### src/rtl/reduce_result_collector.sv
// Collects completed reduction results (ivalid && ilast) into a FIFO; ready/valid output, drops+flags when full.
// Latency: push at edge N -> ovalid/odata after edge N (registered head). Optional drop counter: REDUCE_COLLECTOR_DROPCNT_EN.
// Backpressure: oready stalls the output only; upstream never stalls, so results arriving while full are dropped.

module reduce_result_fifo #(
  parameter int W     = 32,
  parameter int DEPTH = 4,
  parameter int AW    = 2
) (
  input  logic          CLK,
  input  logic          RST,
  input  logic          clr,
  input  logic          push,
  input  logic          pop,
  input  logic [W-1:0]  wdat,
  output logic [W-1:0]  rdat,
  output logic [AW:0]   count
);

  logic [W-1:0]  mem_q [DEPTH];
  logic [W-1:0]  mem_d [DEPTH];
  logic [AW-1:0] wr_ptr_q, wr_ptr_d;
  logic [AW-1:0] rd_ptr_q, rd_ptr_d;
  logic [AW-1:0] rd_nxt;
  logic [AW:0]   count_q, count_d;
  logic [W-1:0]  head_q, head_d;

  assign rd_nxt = rd_ptr_q + AW'(1);

  // Head register mirrors mem[rd_ptr] so odata never comes straight from the input.
  always_comb begin
    mem_d    = mem_q;
    wr_ptr_d = wr_ptr_q;
    rd_ptr_d = rd_ptr_q;
    count_d  = count_q;
    head_d   = head_q;
    if (clr) begin
      wr_ptr_d = '0;
      rd_ptr_d = '0;
      count_d  = '0;
    end else begin
      if (push) begin
        mem_d[wr_ptr_q] = wdat;
        wr_ptr_d        = wr_ptr_q + AW'(1);
      end
      if (pop) begin
        rd_ptr_d = rd_nxt;
      end
      count_d = count_q + (AW+1)'(push) - (AW+1)'(pop);
      if (pop && (count_q > (AW+1)'(1))) begin
        head_d = mem_q[rd_nxt];
      end else if (push && ((count_q == '0) || pop)) begin
        head_d = wdat;
      end
    end
  end

  always_ff @(posedge CLK) begin
    if (RST) begin
      wr_ptr_q <= '0;
      rd_ptr_q <= '0;
      count_q  <= '0;
      head_q   <= '0;
    end else begin
      wr_ptr_q <= wr_ptr_d;
      rd_ptr_q <= rd_ptr_d;
      count_q  <= count_d;
      head_q   <= head_d;
    end
  end

  always_ff @(posedge CLK) begin
    mem_q <= mem_d;
  end

  assign rdat  = head_q;
  assign count = count_q;

endmodule

module reduce_result_collector #(
  parameter int WIDTH  = 32,
  parameter int DEPTH  = 4,
  parameter int AWIDTH = 2
) (
  input  logic              CLK,
  input  logic              RST,
  input  logic              ivalid,
  input  logic [WIDTH-1:0]  idata,
  input  logic              ilast,
  input  logic              clr,
  output logic [WIDTH-1:0]  odata,
  output logic              ovalid,
  input  logic              oready,
  output logic [AWIDTH:0]   count,
`ifdef REDUCE_COLLECTOR_DROPCNT_EN
  output logic [15:0]       drop_cnt,
`endif
  output logic              overflow
);

  typedef enum logic {
    S_EMPTY    = 1'b0,
    S_NONEMPTY = 1'b1
  } state_t;

  state_t state_q, state_d;
  logic   overflow_q, overflow_d;
  logic   push_req, push_ok, pop, full, drop;

  assign push_req = ivalid && ilast;
  assign pop      = ovalid && oready;
  assign full     = (count == (AWIDTH+1)'(DEPTH));
  // clr wins over everything: a push in the clr cycle is neither stored nor counted as a drop.
  assign push_ok  = push_req && !clr && (!full || pop);
  assign drop     = push_req && !clr && full && !pop;

  reduce_result_fifo #(
    .W     (WIDTH),
    .DEPTH (DEPTH),
    .AW    (AWIDTH)
  ) u_fifo (
    .CLK   (CLK),
    .RST   (RST),
    .clr   (clr),
    .push  (push_ok),
    .pop   (pop),
    .wdat  (idata),
    .rdat  (odata),
    .count (count)
  );

  always_comb begin
    state_d    = state_q;
    overflow_d = overflow_q;
    if (clr) begin
      overflow_d = 1'b0;
    end else if (drop) begin
      overflow_d = 1'b1;
    end
    case (state_q)
      S_EMPTY: begin
        if (push_ok) begin
          state_d = S_NONEMPTY;
        end
      end
      S_NONEMPTY: begin
        if (clr) begin
          state_d = S_EMPTY;
        end else if (pop && !push_ok && (count == (AWIDTH+1)'(1))) begin
          state_d = S_EMPTY;
        end
      end
      default: state_d = S_EMPTY;
    endcase
  end

  always_ff @(posedge CLK) begin
    if (RST) begin
      state_q    <= S_EMPTY;
      overflow_q <= 1'b0;
    end else begin
      state_q    <= state_d;
      overflow_q <= overflow_d;
    end
  end

  assign ovalid   = (state_q == S_NONEMPTY);
  assign overflow = overflow_q;

`ifdef REDUCE_COLLECTOR_DROPCNT_EN
  logic [15:0] drop_cnt_q, drop_cnt_d;

  always_comb begin
    drop_cnt_d = drop_cnt_q;
    if (clr) begin
      drop_cnt_d = '0;
    end else if (drop && (drop_cnt_q != 16'hFFFF)) begin
      drop_cnt_d = drop_cnt_q + 16'd1;
    end
  end

  always_ff @(posedge CLK) begin
    if (RST) begin
      drop_cnt_q <= '0;
    end else begin
      drop_cnt_q <= drop_cnt_d;
    end
  end

  assign drop_cnt = drop_cnt_q;
`endif

endmodule

### config.mk
export PLATFORM = sky130hd
export DESIGN_NAME = reduce_result_collector
export DESIGN_NICKNAME = d
export VERILOG_FILES = /design/src/rtl/reduce_result_collector.sv
export SDC_FILE = /design/constraint.sdc
export NUM_CORES = 1
export LEC_CHECK = 0
export ABC_AREA = 1
export ABC_CLOCK_PERIOD_IN_PS = 7800
export CAP_MARGIN = 20
export CORE_MARGIN = 2
export CORE_UTILIZATION = 61
export CTS_CLUSTER_SIZE = 14
export DETAILED_ROUTE_END_ITERATION = 10
export PLACE_DENSITY = 0.82
export REMOVE_ABC_BUFFERS = 1
export SETUP_SLACK_MARGIN = 0.1
export SLEW_MARGIN = 40
export SYNTH_ARGS = -nofsm -noshare
export SYNTH_HDL_FRONTEND = slang
export SYNTH_SLANG_ARGS = --single-unit
### constraint.sdc
create_clock -name CLK -period 7.8 [get_ports CLK]
set_input_delay 1.56 -clock CLK [delete_from_list [all_inputs] [get_ports CLK]]
set_output_delay 1.56 -clock CLK [all_outputs]
set_load 0.05 [all_outputs]
==> summary.txt <==
Status
  • Status: complete, no violations

Timing
  • Worst hold slack: 0.480 ns
  • Max Freq: 284 MHz
  • Final setup TNS: 0 ns
  • Max_slew headroom: 50.0%
  • Final setup vio count: 0
  • Final Hold Viols: 0
  • Crit path time final: 3.52 ns
  • Final setup skew: 0.00839 ns
  • RSZ-0062 raised after global routing: no
  • Max Slew Vio Count: 0
  • Period utilization: 45.1%
  • Transition time of the tightest slew-check pin: 0.747 ns

Clock network
  • Resize count post-CTS: 0
  • Worst-Skew Late Latency: 0.43 ns
  • Htree depth: 4
  • Max Root-Sink Buffers: 2
  • CTS Buf Count: 17
  • Hold buffer count at cts: 0
  • Clk sinks: 169
  • CTS root buf: clkbuf_16
  • CTS tree: built
  • Post-CTS Setup Inserts: 0
  • Clk slew on worst S/H paths: 0.06 ns

Critical path
  • CP Class: input port to register
  • Worst Setup Start Kind: input port
  • Buf+Inv Stages, Crit Path: 2
  • Crit path largest cell delay: 0.64 ns
  • Critical Path AT: 3.65 ns
  • Setup crit end kind: register
  • Top delay family on crit path: simple AND/OR/NAND/NOR gates
  • WP data required: 7.93 ns
  • CP max stage cell: nor2_4
  • Worst-path fanout max: 18
  • Crit-path cells: clkdlybuf4s50_1 > nand2_4 > nand4_1 > nand2_1 > nor2_4 > buf_8
  • FF-to-FF setup slack: 5.09 ns

GRT
  • Vias in the first global route: 5595
  • Largest net degree at the start of global routing: 66
  • Tot GR Track Use: 27.1%
  • Initial antenna violation count: 0
  • Total grt overflow: 0
  • First-pass GRT wire length: 26.7 mm

Logic synthesis
  • Seq cells post-synth: 169
  • Yosys warns: 0
  • Post-synthesis adder-cell area fraction: 1.62%
  • Post-Syn Area: 7400 um2
  • Mux cell area share after synthesis: 0%
  • Cell variety after synth: 25
  • Synth Instances: 823
  • Synth Area in Compound Gates: 0.609%
  • Average cell area after synthesis: 8.99 um2
  • Synth Area in XOR/XNOR: 0.118%
  • Main combinational cell family by area after synthesis: simple AND/OR/NAND/NOR gates
  • Seq/Total Area, Yosys: 63.0%
  • Simple-gate share of the synthesized area: 28.6%

Die
  • Initial core utilization: 62.1%
  • Die width: 114 um
  • Row cnt: 40
  • Die Ht: 114 um
  • IO Pins: 75
  • Die area: 13000 um2
  • Core area: 11900 um2

Pwr
  • Leak Pwr: 3.91 nW
  • Power Total: 0.00199 W
  • PwrDens: 224 nW/um2
  • Peak supply drop: 0.151 mV

Final layout
  • Fill cells: 772
  • Area Overhead vs Synth: 19.8%
  • Ant diodes: 0
  • Finished Cell Area: 8860 um2
  • Layout cells sized above 1: 6.21%
  • Number of nets in the layout: 936

Drt
  • Post-route DRC: 0
  • Vias per Instance: 5.42
  • Via count: 5682
  • Router iterations before antenna repair: 5
  • ANT nets after route: 0
  • Final WL: 17.2 mm
  • Detailed-route wire length per cell: 16.4 um
  • Initial DRC Count: 422

Placement
  • RePlAce Congestion: 0.776
  • Cell Area, Placed: 8230 um2
  • Port bufs: 74
  • Post-DP HPWL: 9.45 mm

Worst hold path
  • Hold Path Class: register to register

Flow run
  • Max cap viols: 0
==> layout by cell type, fill, tap and decap left out, types with 3 or more instances in the layout <==
cell             Yosys  routed
nand2_1            458     458
edfxtp_1           128     128
clkdlybuf4s50_1      0      74
nor2_1              75      71
inv_1               49      48
dfxtp_1             41      41
clkbuf_16            0      17
ha_1                 8       8
nor2_4               1       5
a21oi_1              5       5
buf_8                0       5
clkinv_4             1       4
o21ai_0              4       4
nand2_2              4       4
nand2_4              3       3
inv_2                2       3
bufinv_16            0       3
clkbuf_1             8       3
clkinvlp_4           0       3
==> stage by stage <==
stage / worst slack (ns) / utilization, % / std cells
finish: 4.28 / 74.4 / 1049
global route: 4.20 / 74.4 / 1049
CTS: 4.39 / 74.2 / 1048
detailed placement: 3.94 / 69.1 / 1016
global placement: 3.96 / 68.2 / 1010
floorplan: 4.08 / - / 788
==> worst paths after layout <==
kind,from,endpoint,depth (start not counted)
max,oready,u_fifo.mem_q[39],6
min,overflow,overflow,2
max reg2reg,u_fifo.rd_ptr_q[0],u_fifo.rdat[12],9
min reg2reg,overflow,overflow,2
==> state kept, by name (all words and copies together) (netlist names) <==
register,count
u_fifo.mem_q,128
u_fifo.rdat,32
u_fifo.count,3
u_fifo.rd_ptr_q,2
u_fifo.wr_ptr_q,2
ovalid,1
overflow,1
==> metal layers <==
layer  part of all wire [%]  GRT usage, %
met1                     37          30.6
met2                     53          49.3
met3                    7.3          5.56
met4                    3.0          12.7
met5                      0             0
==> cell type report <==
cell class,instances,area [um2],area share (%)
Tap cell,147,184,2.07
Multi-Input combinational cell,566,2320,26.2
Sequential cell,169,4660,52.6
Clock buffer,22,464,5.24
Timing Repair Buffer,82,878,9.91
Inverter,53,206,2.33
Clock inverter,10,144,1.62
==> Yosys cell counts <==
cell type / count / area share (%)
nand2_1: 458 / 23
inv_2: 2 / 0.10
o21ai_0: 4 / 0.27
nand2_4: 3 / 0.46
nand3_1: 2 / 0.14
buf_6: 9 / 1.4
clkinv_4: 1 / 0.12
fa_1: 1 / 0.27
a21oi_1: 5 / 0.34
nor2_1: 75 / 3.8
buf_2: 13 / 0.88
inv_4: 1 / 0.085
ha_1: 8 / 1.4
buf_4: 5 / 0.51
nor2_4: 1 / 0.15
edfxtp_1: 128 / 52
nand3_4: 1 / 0.24
xor2_1: 1 / 0.12
nand4_1: 1 / 0.085
dfxtp_1: 41 / 11
nand2_2: 4 / 0.34
inv_1: 49 / 2.5
nor3_1: 1 / 0.068
clkbuf_1: 8 / 0.41
nand3_2: 1 / 0.14
==> report_power, final <==
part | internal (W) | switching [W] | leakage [nW] | total (W)
clock network | 0.000521 | 0.000342 | 0.287 | 0.000864
logic | 0.0000476 | 0.0000862 | 2.13 | 0.000134
registers | 0.000981 | 0.00000662 | 1.49 | 0.000988
==> worst register-to-register path, stage by stage, from the launching register on <==
cell and delay (ns):
dfxtp_1 0.35, inv_4 0.51, nand2_4 0.42, nand2_2 0.71, nand2_1 0.12, nand2_1 0.10, nand2_1 0.08, nand2_1 0.13
nor2_1 0.06, nor2_1 0.16
==> cells by family (layout without fill, tap and decap cells) <==
logic type      Yosys count  in the layout
xor+xnor                  1              1
compound gates            9              9
fa+ha+maj                 9              9
flops                   169            169
simple gates            547            547
buf+inv                  88            167
No activity file was read; power rests on OpenSTA's default activity.
